[src/rtl/serial_byte_rx_if.sv]
// ---------------------------------------------------------------------------
// serial_byte_rx_if
//
// Write side of the 8-entry byte buffer. The receiver pushes bytes and keeps
// an occupancy count. The consumer's read strobe is copied back to the
// receiver so that the count stays accurate.
//
// Signals:
//   write     receiver -> buffer   one-cycle push strobe
//   data_out  receiver -> buffer   byte being pushed; valid while write=1
//   level     receiver -> monitor  bytes believed resident in the buffer
//   rd_seen   consumer -> receiver one-cycle pop strobe seen by the buffer
//
// Modports:
//   master  the receiver (serial_byte_rx)
//   slave   the buffer / consumer side
// ---------------------------------------------------------------------------
interface serial_byte_rx_if #(
    parameter int LVL_W = 4
) ();
    logic             write;
    logic [7:0]       data_out;
    logic [LVL_W-1:0] level;
    logic             rd_seen;

    modport master (
        output write,
        output data_out,
        output level,
        input  rd_seen
    );

    modport slave (
        input  write,
        input  data_out,
        input  level,
        output rd_seen
    );
endinterface

[src/rtl/serial_byte_rx.sv]
// ---------------------------------------------------------------------------
// serial_byte_rx
//
// This block deserialises an asynchronous UART-style line into bytes. The
// frame is 8N1 with the LSB sent first. Each byte is pushed into the 8-entry
// byte buffer downstream. The block also keeps its own copy of the buffer
// occupancy so that it never writes into a full buffer.
//
// Optional feature:
//   Defining SERIAL_RX_PARITY_EN switches the frame to 8E1, which adds an
//   even-parity bit before the stop bit. It also drives parity_err. When the
//   macro is undefined, no parity logic is built and parity_err is tied to 0.
//
// Parameters:
//   CLKS_PER_BIT  clk cycles per serial bit (even, >= 4)
//   DEPTH         buffer entries
//   LVL_W         occupancy counter width (must hold 0..DEPTH)
//
// Ports:
//   clk         rising-edge clock
//   reset_n     asynchronous assert / synchronous deassert, active low
//   rx_in       asynchronous serial line, idle high
//   bus         master side of serial_byte_rx_if (write, data_out, level,
//               rd_seen)
//   frame_err   one-cycle pulse when the stop bit is sampled low
//   overrun     sticky; a good byte was dropped because the buffer was full
//   parity_err  one-cycle pulse on a parity mismatch (parity build only)
// ---------------------------------------------------------------------------
module serial_byte_rx #(
    parameter int CLKS_PER_BIT = 16,
    parameter int DEPTH        = 8,
    parameter int LVL_W        = 4
) (
    input  logic                   clk,
    input  logic                   reset_n,
    input  logic                   rx_in,
    serial_byte_rx_if.master       bus,
    output logic                   frame_err,
    output logic                   overrun,
    output logic                   parity_err
);

    localparam int               CNT_W   = $clog2(CLKS_PER_BIT);
    localparam logic [CNT_W-1:0] HALF_M1 = CNT_W'(CLKS_PER_BIT / 2 - 1);
    localparam logic [CNT_W-1:0] FULL_M1 = CNT_W'(CLKS_PER_BIT - 1);
    localparam logic [LVL_W-1:0] DEPTH_L = LVL_W'(DEPTH);

`ifdef SERIAL_RX_PARITY_EN
    typedef enum logic [2:0] {
        IDLE, START, DATA, PARITY, STOP, BREAK
    } state_t;
`else
    typedef enum logic [2:0] {
        IDLE, START, DATA, STOP, BREAK
    } state_t;
`endif

    state_t           state;
    state_t           state_next;
    logic [1:0]       sync_q;
    logic             rxs;
    logic [CNT_W-1:0] cnt;
    logic [2:0]       bit_idx;
    logic [7:0]       shift_q;
    logic             write_q;
    logic [7:0]       data_q;
    logic [LVL_W-1:0] level_q;

    logic             sample_data;
    logic             stop_tick;
    logic             accept;
    logic             drop_full;
    logic             bad_frame;

`ifdef SERIAL_RX_PARITY_EN
    logic             parity_tick;
    logic             par_bit_q;
    logic             parity_ok;
    logic             bad_parity;
    logic             parity_err_q;
`endif

    assign bus.write    = write_q;
    assign bus.data_out = data_q;
    assign bus.level    = level_q;

    // Two-flop synchroniser. It is preset to idle-high, so a reset does not
    // look like a start bit.
    always_ff @(posedge clk or negedge reset_n) begin
        if (!reset_n) begin
            sync_q <= 2'b11;
        end else begin
            sync_q <= {sync_q[0], rx_in};
        end
    end

    assign rxs = sync_q[1];

    // State register.
    always_ff @(posedge clk or negedge reset_n) begin
        if (!reset_n) begin
            state <= IDLE;
        end else begin
            state <= state_next;
        end
    end

    // Next-state logic. BREAK waits for the line to go high again, so a
    // line held low is not mistaken for a stream of start bits.
    always_comb begin
        state_next = state;
        case (state)
            IDLE:   if (!rxs) state_next = START;
            START:  if (cnt == HALF_M1) state_next = rxs ? IDLE : DATA;
`ifdef SERIAL_RX_PARITY_EN
            DATA:   if (cnt == FULL_M1 && bit_idx == 3'd7) state_next = PARITY;
            PARITY: if (cnt == FULL_M1) state_next = STOP;
`else
            DATA:   if (cnt == FULL_M1 && bit_idx == 3'd7) state_next = STOP;
`endif
            STOP:   if (cnt == FULL_M1) state_next = rxs ? IDLE : BREAK;
            BREAK:  if (rxs) state_next = IDLE;
            default: state_next = IDLE;
        endcase
    end

    // Decode of the sampling points and the stop-bit verdict. A bad stop
    // bit always wins over parity. A good frame is only dropped because of
    // parity or a full buffer.
    always_comb begin
        sample_data = (state == DATA) && (cnt == FULL_M1);
        stop_tick   = (state == STOP) && (cnt == FULL_M1);
        bad_frame   = stop_tick && !rxs;
`ifdef SERIAL_RX_PARITY_EN
        parity_tick = (state == PARITY) && (cnt == FULL_M1);
        parity_ok   = (par_bit_q == ^shift_q);
        bad_parity  = stop_tick && rxs && !parity_ok;
        accept      = stop_tick && rxs && parity_ok && (level_q < DEPTH_L);
        drop_full   = stop_tick && rxs && parity_ok && (level_q >= DEPTH_L);
`else
        accept      = stop_tick && rxs && (level_q < DEPTH_L);
        drop_full   = stop_tick && rxs && (level_q >= DEPTH_L);
`endif
    end

    // Bit-timing counter. It restarts on every state change and after each
    // data bit. It rests at zero while the line is idle or broken.
    always_ff @(posedge clk or negedge reset_n) begin
        if (!reset_n) begin
            cnt <= '0;
        end else if (state_next != state || sample_data ||
                     state == IDLE || state == BREAK) begin
            cnt <= '0;
        end else begin
            cnt <= cnt + 1'b1;
        end
    end

    // Data shift register, filled LSB first. The bit index is restarted
    // whenever the FSM is outside DATA.
    always_ff @(posedge clk or negedge reset_n) begin
        if (!reset_n) begin
            bit_idx <= '0;
            shift_q <= '0;
        end else if (state != DATA) begin
            bit_idx <= '0;
        end else if (sample_data) begin
            shift_q[bit_idx] <= rxs;
            bit_idx          <= bit_idx + 3'd1;
        end
    end

`ifdef SERIAL_RX_PARITY_EN
    // Parity bit capture, and a registered parity_err pulse.
    always_ff @(posedge clk or negedge reset_n) begin
        if (!reset_n) begin
            par_bit_q    <= 1'b0;
            parity_err_q <= 1'b0;
        end else begin
            if (parity_tick) par_bit_q <= rxs;
            parity_err_q <= bad_parity;
        end
    end

    assign parity_err = parity_err_q;
`else
    assign parity_err = 1'b0;
`endif

    // Registered outputs. The write pulse lands on the cycle after the
    // stop-bit sample. Because frames are at least ten bit times apart, the
    // pulse can never be two cycles wide.
    always_ff @(posedge clk or negedge reset_n) begin
        if (!reset_n) begin
            write_q   <= 1'b0;
            data_q    <= 8'h00;
            frame_err <= 1'b0;
            overrun   <= 1'b0;
        end else begin
            write_q   <= accept;
            frame_err <= bad_frame;
            if (accept)    data_q  <= shift_q;
            if (drop_full) overrun <= 1'b1;
        end
    end

    // Occupancy count follows the actual write pulse and the consumer's
    // read. When both happen in the same cycle they cancel. A read at zero
    // is ignored, so the count cannot underflow.
    always_ff @(posedge clk or negedge reset_n) begin
        if (!reset_n) begin
            level_q <= '0;
        end else begin
            case ({write_q, bus.rd_seen})
                2'b10:   level_q <= level_q + 1'b1;
                2'b01:   if (level_q != '0) level_q <= level_q - 1'b1;
                default: level_q <= level_q;
            endcase
        end
    end

endmodule

[src/flat_wrapper.sv]
// flat-port wrapper written by rule: the top's interface ports become plain ports
module serial_byte_rx_flat 
#(
    parameter int CLKS_PER_BIT = 16,
    parameter int DEPTH        = 8,
    parameter int LVL_W        = 4
)
  (clk, reset_n, rx_in, frame_err, overrun, parity_err, bus_write, bus_data_out, bus_level, bus_rd_seen);
  serial_byte_rx_if #(.LVL_W(LVL_W)) bus_i ();
  input  logic clk;
  input  logic reset_n;
  input  logic rx_in;
  output logic frame_err;
  output logic overrun;
  output logic parity_err;
  output wire logic [$bits(bus_i.write)-1:0] bus_write;
  output wire logic [$bits(bus_i.data_out)-1:0] bus_data_out;
  output wire logic [$bits(bus_i.level)-1:0] bus_level;
  input wire logic [$bits(bus_i.rd_seen)-1:0] bus_rd_seen;
  assign bus_write = bus_i.write;
  assign bus_data_out = bus_i.data_out;
  assign bus_level = bus_i.level;
  assign bus_i.rd_seen = bus_rd_seen;
  serial_byte_rx #(.CLKS_PER_BIT(CLKS_PER_BIT), .DEPTH(DEPTH), .LVL_W(LVL_W)) u_core (.clk(clk), .reset_n(reset_n), .rx_in(rx_in), .bus(bus_i), .frame_err(frame_err), .overrun(overrun), .parity_err(parity_err));
endmodule
[config.mk]
export PLATFORM = sky130hd
export DESIGN_NAME = serial_byte_rx_flat
export DESIGN_NICKNAME = d
export VERILOG_FILES = /design/src/rtl/serial_byte_rx_if.sv /design/src/rtl/serial_byte_rx.sv /design/src/flat_wrapper.sv
export SDC_FILE = /design/constraint.sdc
export NUM_CORES = 1
export LEC_CHECK = 0
export CORE_MARGIN = 1.5
export CORE_UTILIZATION = 55
export CTS_CLUSTER_SIZE = 14
export DETAILED_ROUTE_END_ITERATION = 16
export GPL_TIMING_DRIVEN = 0
export PLACE_DENSITY = 0.88
export SETUP_SLACK_MARGIN = 0.2
export SKIP_CTS_REPAIR_TIMING = 1
export SLEW_MARGIN = 15
export SYNTH_ARGS = -nofsm -noshare
export SYNTH_HDL_FRONTEND = slang
export SYNTH_SLANG_ARGS = --single-unit
[constraint.sdc]
create_clock -name clk -period 2.8 [get_ports clk]
set_clock_uncertainty 0.1 [all_clocks]
set_input_delay 0.56 -clock clk [delete_from_list [all_inputs] [get_ports clk]]
set_output_delay 0.56 -clock clk [all_outputs]
set_load 0.01 [all_outputs]
# Yosys cells after proc, flatten, opt, wreduce, memory -nomap -nowiden
# Cells that the tools add are included.
[classes]
n_addsub = 4
n_lt_le_gt_ge = 4
n_eq_ne = 12
muxes = 16
bitwise = 1
n_reduce_logical = 18
[op_table]
columns = ["op", "n"]
rows = [
  ["$mux W3", 8],
  ["$pmux W3 S5", 1],
  ["$add A4 B1 Y4 const B", 2],
  ["$bwmux W8", 1],
  ["$logic_and A1 B1 Y1", 8],
  ["$mux W4", 2],
  ["$pmux W4 S2", 1],
  ["$eq A3 B2 Y1 const B", 2],
  ["$eq A3 B3 Y1 const B", 2],
  ["$eq A4 B3 Y1 const B", 1],
  ["$eq A4 B4 Y1 const B", 1],
  ["$ge A4 B4 Y1 const B", 1],
  ["$lt A3 B4 Y1 const B", 1],
  ["$lt A4 B4 Y1 const B", 1],
  ["$reduce_and A2 Y1", 2],
  ["$reduce_bool A2 Y1", 2],
  ["$reduce_bool A4 Y1", 1],
  ["$sub A4 B1 Y4 const B", 1],
  ["$add A3 B1 Y3 const B", 1],
  ["$demux W1 S3", 1],
  ["$eq A3 B1 Y1 const B", 1],
  ["$ge A3 B1 Y1 const B", 1],
  ["$logic_not A3 Y1", 1],
  ["$logic_or A1 B1 Y1", 3],
  ["9 further kinds", 9],
]
[totals]
register_bits = 35
output_inout_bits = 16
wordCells = 65

# Longest topological paths before layout
# Gate-level depths: netlist of the first run.
[depth]
ltp_word = 9
depth_mapped = 7

# Least setup slack after synthesis of the first run
# OpenSTA, ideal clock, no wires.
[synth_path]
kind = "in2reg"
startpoint = "input port bus_rd_seen"
endpoint = "register u_core.level_q[3] (netlist: u_core.bus.level[3])"
arrival_time_ns = 1.819
slack_ns = 0.755
stages = 7
path_cell_list = "nand2b_1 -> inv_1 -> ha_1 -> a21o_1 -> a21oi_1 -> mux2i_1 -> a311o_1"
[synth_via]
elab_chain_len = 3
[synth_rtl]
columns = ["item", "line_no", "rtl"]
rows = [
  ["start: declaration", "flat_wrapper.sv:19", "input wire logic [$bits(bus_i.rd_seen)-1:0] bus_rd_seen;"],
  ["$eq A2 B1 Y1 / $eq A2 B2 Y1 (equally long branches)", "serial_byte_rx.sv:214", "case ({write_q, bus.rd_seen})"],
  ["$ne A2 B1 Y1 (no line) / $reduce_bool A2 Y1 (equally long branches)", "-", ""],
  ["$reduce_and A2 Y1 (no line)", "-", ""],
  ["end signal: assignment", "serial_byte_rx.sv:215", "2'b10: level_q <= level_q + 1'b1;"],
  ["end signal: assignment", "serial_byte_rx.sv:216", "2'b01: if (level_q != '0) level_q <= level_q - 1'b1;"],
  ["end signal: assignment", "serial_byte_rx.sv:217", "default: level_q <= level_q;"],
  ["end: declaration", "serial_byte_rx.sv:67", "logic [LVL_W-1:0] level_q;"],
]
# Several ways; a longest one is shown, not always the timed one.
# A chain may end at the register's enable or synchronous reset.

# Worst setup path after layout of the first run
# Ends and elaborated chain as after synthesis.

==> summary.md, run 1 <==
| Metric | Value |
|---|---|
| Max VDD drop | between 300 and 400 µV |
| Sink Count | 35 |
| Mux share of post-synthesis cell area | 10.4% |
| Die Wd | between 50 and 60 µm |
| Met1 global-route usage | roughly a quarter |
| Crit-path cells | clkdlybuf4s50_1 -> nand2b_1 -> inv_1 -> ha_1 -> a21o_1 -> a21oi_1 -> mux2i_1 -> a311o_1 |
| Compound-gate portion of the synthesized area | 8.47% |
| Post-synthesis xor/xnor area fraction | under 10% |
| Remaining routing DRC violations | 0 |
| Minimum clock period | between 2000 and 2500 ps |
| Overall power | roughly 1.4 mW |
| Slew margin rel. | 50.6% |
| Fill count | 228 |
| Status | finished clean |
| Via density | roughly 5.6 |
| IO Pins | 20 |
| Yosys reg bits | 35 |
| Synth Area in Adders | a little under 5% |
| Utilization after layout | 65.9% |
| Via Count | about 1200 |
| Cell Pwr Density | 704 nW/µm² |
| Diodes inserted | 0 |
| Worst Hold Class | in2async |
| GP Congestion | approximately 0.80 |
| Endpoint class of the critical path | flop |
| Die ar. | 3460 µm² |
| Clk_lat worst skew | approximately 340 ps |
| Avg Cell Area, Syn | around 12 µm² |
| Crit Path Max Fanout | 5 |
| Drt total wl | 2830 µm |
| Clock root buffer | clkbuf_4 |
| Starting density of the core | a little under three fifths |
| Initial DRT Pass Iterations | 4 |
| # port buffers | 18 |
| Avg WL per Cell | between 10 and 15 µm |
| CTS tree | yes |
| Largest net degree at the start of global routing | 36 |
| Mapped Area | between 1500 and 2000 µm² |
| FMAX | between 0.4 and 0.5 GHz |
| Busiest grt layer | met2 |
| Total global routing overflow | 0 |
| Layout cells sized above 1 | about 22% |
| Post-detail-place hpwl | slightly above 2000 µm |
| First-pass GRT wire length | a little under 5000 µm |
| Total CTS buffers | 5 |
| Reg2Reg Depth | 6 |
| Final instance area | about 2000 µm² |
| Post-route ant nets | 0 |
| Die Y | ~59 µm |
| Final slew viol count | 0 |
| Most frequent cells in the layout | dfrtp_1, clkdlybuf4s50_1, mux2_2 |
| Synth Area in Simple Gates | between 10% and 20% |
| # setup viols final | 0 |
| RSZ-0062 raised after global routing | false |
| Fin crit share | 82.3% |
| Clock transition at path regs | around 100 ps |
| Critical path arrival | ~2400 ps |
| Syn nets | 158 |
| Fin Hold WS | 171 ps |
| H-tree Lvls | 2 |
| Met2 Use GR | 30.8% |
| Initial DRC Count | 57 |
| Total GRT Usage | roughly a fifth |
| Row cnt | 20 |
| CTS max path bufs | 2 |
| Worst path required time | ~2900 ps |
| Yosys warnings | 0 |
| CP Class | in2reg |
| Std-Cell Core Area | about 3000 µm² |
| Max-capacitance violation count | 0 |
| Final net count | 183 |
| Slew @ Worst Pin | between 700 and 800 ps |
| Antenna violations before repair | 0 |
| Largest family of logic cells by synthesized area | simple AND/OR/NAND/NOR gates |
| Met3 GRT Util | 5.93% |
| Netlist cell types | 43 |
| Sequential area share after synthesis | ~51% |
| Area Growth Syn to Fin | 15.6% |
| Leakage | a little over 0.9 nW |
| CP Launch Type | input port |
| Gate Count Post-Synth | between 100 and 150 |
| Final hold viol count | 0 |
| Slowest stage cell, crit path | clkdlybuf4s50_1 |
| Number of global-route vias before repair | between 1000 and 1500 |
| Dpl cell area | ~1900 µm² |
| Setup TNS | 0 ps |
| Commonest non-fill, non-tap cell in the layout | dfrtp_1 |
| Critical Path Max Stage Delay | ~420 ps |
[metrics by stage]
step                      std cells  worst slack (ps)
after floorplan                 148               755
after global placement          199               213
after detailed placement        199               128
after CTS                       207               487
after global routing            207               381
final                           207               495
[flip-flops by register name, summed over array words and instances, names as in the netlist]
register / flops
u_core.sync_q: 2
u_core.frame_err: 1
u_core.bus.write: 1
u_core.cnt: 4
u_core.state: 3
u_core.bus.level: 4
u_core.overrun: 1
u_core.bus.data_out: 8
u_core.bit_idx: 3
u_core.shift_q: 8
[routing by layer]
| metal | up-vias | share of wire [%] |
|---|---|---|
| met2 | 30 | 50 |
| met3 | 4 | 4.3 |
| met1 | 565 | 45 |
| met5 | - | 0 |
| li1 | 567 | - |
| met4 | 0 | 1.3 |
[cell type report]
class / instances / area, µm² / share of cell area [%]
buffer: 10 / 61.3 / 3.10
clock buffer: 7 / 45.0 / 2.28
clock inverter: 1 / 5.00 / 0.253
inverter: 6 / 22.5 / 1.14
multi-input combinational: 97 / 751 / 37.9
sequential: 35 / 878 / 44.4
tap: 33 / 41.3 / 2.09
timing repair buffer: 18 / 175 / 8.85
[worst max-delay path, delay by kind of cell]
| family | cells | cell delay, ps |
|---|---|---|
| AOI/OAI and AO/OA | 3 | 790 |
| buffers and inverters | 2 | 510 |
| adders and majority gates | 1 | 280 |
| and+or+nand+nor | 1 | 180 |
| muxes | 1 | 120 |
[report_power, final]
group | switching [mW] | total, mW | internal (mW)
Clock | 0.158 | 0.256 | 0.0977
Combinational | 0.247 | 0.488 | 0.241
Sequential | 0.0647 | 0.649 | 0.584
[synthesized netlist by cell type (all sizes together)]
cell type	n	area (µm²)
a211o	1	8.76
a211oi	2	15.0
a21o	2	15.0
a21oi	9	45.0
a221o	1	10.0
a311o	1	10.0
a311oi	1	8.76
a31o	1	8.76
a31oi	1	6.26
and2	3	18.8
and3	2	12.5
and3b	1	8.76
buf	7	50.1
clkbuf	3	11.3
conb	1	3.75
dfrtp	33	826
dfstp	2	52.6
fa	1	20.0
ha	5	62.6
inv	6	22.5
mux2	15	169
mux2i	1	10.0
nand2	9	33.8
nand2b	2	12.5
nand3	3	15.0
nand3b	3	22.5
nand4b	1	15.0
nand4bb	1	11.3
nor2	8	30.0
nor2b	1	6.26
nor3	6	41.3
nor3b	2	25.0
nor4	1	6.26
o21ai	2	10.0
o31ai	1	7.51
or3	2	17.5
or3b	1	11.3
xnor2	5	43.8
xor2	1	8.76
[logic make-up (layout without fill, tap and decap cells)]
family,after synthesis,count (layout)
compound gates,22,22
xor+xnor,6,6
fa+ha+maj,6,6
buf+inv,16,42
flops,35,35
mux,16,16
other cells,1,1
simple gates,46,46
[final timing paths]
path	from	endpoint	slack, ps
setup / recovery	bus_rd_seen	u_core.bus.level[3]	490
hold / removal	reset_n	u_core.state[1]	170
setup reg to reg	u_core.cnt[0]	u_core.bus.data_out[4]	670
hold reg to reg	u_core.sync_q[0]	u_core.sync_q[1]	270
max in group asynchronous	reset_n	u_core.bus.data_out[5]	1960
min in group clk	u_core.sync_q[0]	u_core.sync_q[1]	270
Note: power is estimated with default switching activity, not from simulation.
==> inputs of run 2 (changes only) <==
--- a/config.mk
+++ b/config.mk
@@ -6,11 +6,11 @@
 export NUM_CORES = 1
 export LEC_CHECK = 0
 export CORE_MARGIN = 1.5
-export CORE_UTILIZATION = 55
+export CORE_UTILIZATION = 49
 export CTS_CLUSTER_SIZE = 14
 export DETAILED_ROUTE_END_ITERATION = 16
 export GPL_TIMING_DRIVEN = 0
-export PLACE_DENSITY = 0.88
+export PLACE_DENSITY = 0.83
 export SETUP_SLACK_MARGIN = 0.2
 export SKIP_CTS_REPAIR_TIMING = 1
 export SLEW_MARGIN = 15
==> constraint.sdc (replaced) <==
create_clock -name clk -period 2 [get_ports clk]
set_clock_uncertainty 0.1 [all_clocks]
set_input_delay 0.4 -clock clk [delete_from_list [all_inputs] [get_ports clk]]
set_output_delay 0.4 -clock clk [all_outputs]
set_load 0.01 [all_outputs]
==> summary.md, run 2 (synthesis gave the netlist of run 1 again) <==
| Metric | Value |
|---|---|
| IO Pins | 20 (unchanged) |
| CTS max path bufs | 2 (unchanged) |
| First-pass GRT wire length | 5290 µm (was 4850 µm) |
| Starting density of the core | 51.3% (was 57.0%) |
| Final hold viol count | 0 (unchanged) |
| Avg WL per Cell | 15.4 µm (was 13.7 µm) |
| Max-capacitance violation count | 0 (unchanged) |
| Clk_lat worst skew | 350 ps (was 340 ps) |
| Crit. Startpoint | u_core.state[2] (was bus_rd_seen) |
| Clock root buffer | clkbuf_4 (unchanged) |
| Final worst slack | -91.0 ps (was 495 ps) |
| Register area | 880 µm² (was 878 µm²) |
| Via density | 5.28 (was 5.63) |
| Layout cells sized above 1 | 40.5% (was 21.8%) |
| CP Launch Type | flop (was input port) |
| Total CTS buffers | 5 (unchanged) |
| Endpoint class of the critical path | flop (unchanged) |
| Die Y | 62.1 µm (was 58.8 µm) |
| CTS tree | yes (unchanged) |
| Post-Place Setup Slack | -347 ps (was 128 ps) |
| Max VDD drop | 663 µV (was 386 µV) |
| Drt total wl | 3700 µm (was 2830 µm) |
| # setup viols final | 11 (was 0) |
| Commonest non-fill, non-tap cell in the layout | dfrtp_1 (unchanged) |
| Leakage | 1.26 nW (was 0.920 nW) |
| Reg-to-reg startpoint | u_core.state[2] (was u_core.cnt[0]) |
| Total GRT Usage | 17.4% (was 18.8%) |
| Slew @ Worst Pin | 746 ps (was 741 ps) |
| Antenna violations before repair | 0 (unchanged) |
| Remaining routing DRC violations | 0 (unchanged) |
| Critical path arrival | 2220 ps (was 2440 ps) |
| Placed Cells | 212 (was 199) |
| Total global routing overflow | 0 (unchanged) |
| Final net count | 204 (was 183) |
| Share of power burned in registers | 38.8% (was 46.6%) |
| Area occupied by multi-input gates | 908 µm² (was 751 µm²) |
| Sw power | 777 µW (was 470 µW) |
| Fill count | 235 (was 228) |
| Most frequent cells in the layout | dfrtp_1, buf_4, mux2_4 (was dfrtp_1, clkdlybuf4s50_1, mux2_2) |
| Die Wd | 62.1 µm (was 58.8 µm) |
| Area Growth Syn to Fin | 41.4% (was 15.6%) |
| # port buffers | 18 (unchanged) |
| Overall power | 2.37 mW (was 1.39 mW) |
| Reg2Reg Depth | 5 (was 6) |
| Comb pwr share | 38.6% (was 35.0%) |
| Fin crit share | 105% |
| Worst Hold Class | in2async (unchanged) |
| Diodes inserted | 0 (unchanged) |
| Worst path required time | 2130 ps (was 2940 ps) |
| Final instance area | 2420 µm² (was 1980 µm²) |
| Largest net degree at the start of global routing | 36 (unchanged) |
| Via Count | 1272 (was 1166) |
| FMAX | ~0.48 GHz |
| Crit Path Max Fanout | 5 (unchanged) |
| Setup TNS | -493 ps (was 0 ps) |
| Clock transition at path regs | 120 ps (was 100 ps) |
| Die ar. | 3860 µm² (was 3460 µm²) |
| Status | finished with violations (was finished clean) |
| Switching part of the total | 32.7% (was 33.7%) |
| Initial DRT Pass Iterations | 4 (unchanged) |
| Sink Count | 35 (unchanged) |
| Std-Cell Core Area | 3340 µm² (was 3000 µm²) |
| Post-route ant nets | 0 (unchanged) |
| R2R Setup Slk | -90 ps (was 670 ps) |
| Clock power share | 22.6% (was 18.4%) |
| Dpl cell area | 1960 µm² (was 1930 µm²) |
| Initial DRC Count | 56 (was 57) |
| Number of global-route vias before repair | 1157 (was 1117) |
| RSZ-0062 raised after global routing | true (was false) |
| Post-detail-place hpwl | 2150 µm (was 2050 µm) |
| Cell Int Power | 1.60 mW (was 923 µW) |
| R2r endpoint | u_core.shift_q[2] (was u_core.bus.data_out[4]) |
| CP Class | reg2reg (was in2reg) |
| Final slew viol count | 0 (unchanged) |
| GP Congestion | 0.820 (was 0.796) |
| Slew margin rel. | 50.3% (was 50.6%) |
| Cell Pwr Density | 980 nW/µm² (was 704 nW/µm²) |
| Failing checks | setup timing |
| H-tree Lvls | 2 (unchanged) |
| Final Non-Filler Cells | 241 (was 207) |
| Row cnt | 21 (was 20) |
| Minimum clock period | ~2100 ps |
## run 2: cell types whose count changed in the layout (fill, tap and decap cells not counted), moves of 4 or more
cell             change
mux2_4              +12
dlymetal6s2s_1      +11
buf_4               +19
ha_1                 -4
clkdlybuf4s50_1     -11
mux2_2              -12
## run 2: worst max-delay path by stage
stage | to | slack (ps) | cells after the start
global route | u_core.shift_q[2] | -140 | 5
floorplan | u_core.shift_q[2] | 9 | 5
detailed placement | u_core.bus.level[3] | -350 | 8
global placement | u_core.bus.level[3] | -270 | 8
CTS | u_core.bus.data_out[4] | -170 | 6
finish | u_core.shift_q[2] | -90 | 5
## run 2: per-stage QoR
step / utilization, % / hold slack, ps
global placement: 59.0 / 246
floorplan: - / 4.41
CTS: 61.4 / 26.2
detailed placement: 58.8 / 247
global route: 72.6 / 68.8
finish: 72.6 / 0.987
## run 2: layer usage
metal	wire, µm	share of wire [%]	global-route usage (%)
met1	1520	41	20.2
met2	1920	52	30.2
met3	146	3.9	6.16
met4	116	3.1	5.83
met5	0	0	0
## run 2: area by class of cell
cell class | count | area share [%]
buffer | 10 | 3.10
timing repair buffer | 39 | 16.1
tap | 46 | 2.38
multi-input combinational | 97 | 37.5
sequential | 35 | 36.3
inverter | 6 | 1.03
clock buffer | 6 | 2.12
clock inverter | 2 | 1.45
## run 2: critical path: stages (launching register included)
cell     delay, ps
dfrtp_1        400
buf_6          120
or3b_4         400
or3_4          440
nor3b_2        200
mux2_4         310
## run 2: power groups by stage
| stage | Combinational [mW] | Clock [mW] | Sequential [mW] |
|---|---|---|---|
| after floorplan | 0.468 | 0 | 0.930 |
| after global placement | 0.657 | 0 | 0.914 |
| after detailed placement | 0.691 | 0 | 0.933 |
| after CTS | 0.697 | 0.547 | 0.917 |
| after global routing | 1.01 | 0.574 | 0.937 |
| final | 0.916 | 0.537 | 0.922 |
==> inputs of run 3 (changes only) <==
--- a/config.mk
+++ b/config.mk
@@ -9,6 +9,7 @@
 export CORE_UTILIZATION = 49
 export CTS_CLUSTER_SIZE = 14
 export DETAILED_ROUTE_END_ITERATION = 16
+export GPL_ROUTABILITY_DRIVEN = 1
 export GPL_TIMING_DRIVEN = 0
 export PLACE_DENSITY = 0.83
 export SETUP_SLACK_MARGIN = 0.2
==> results of run 3 <==
The final DEF is identical to that of run 2; final timing and power are the same.
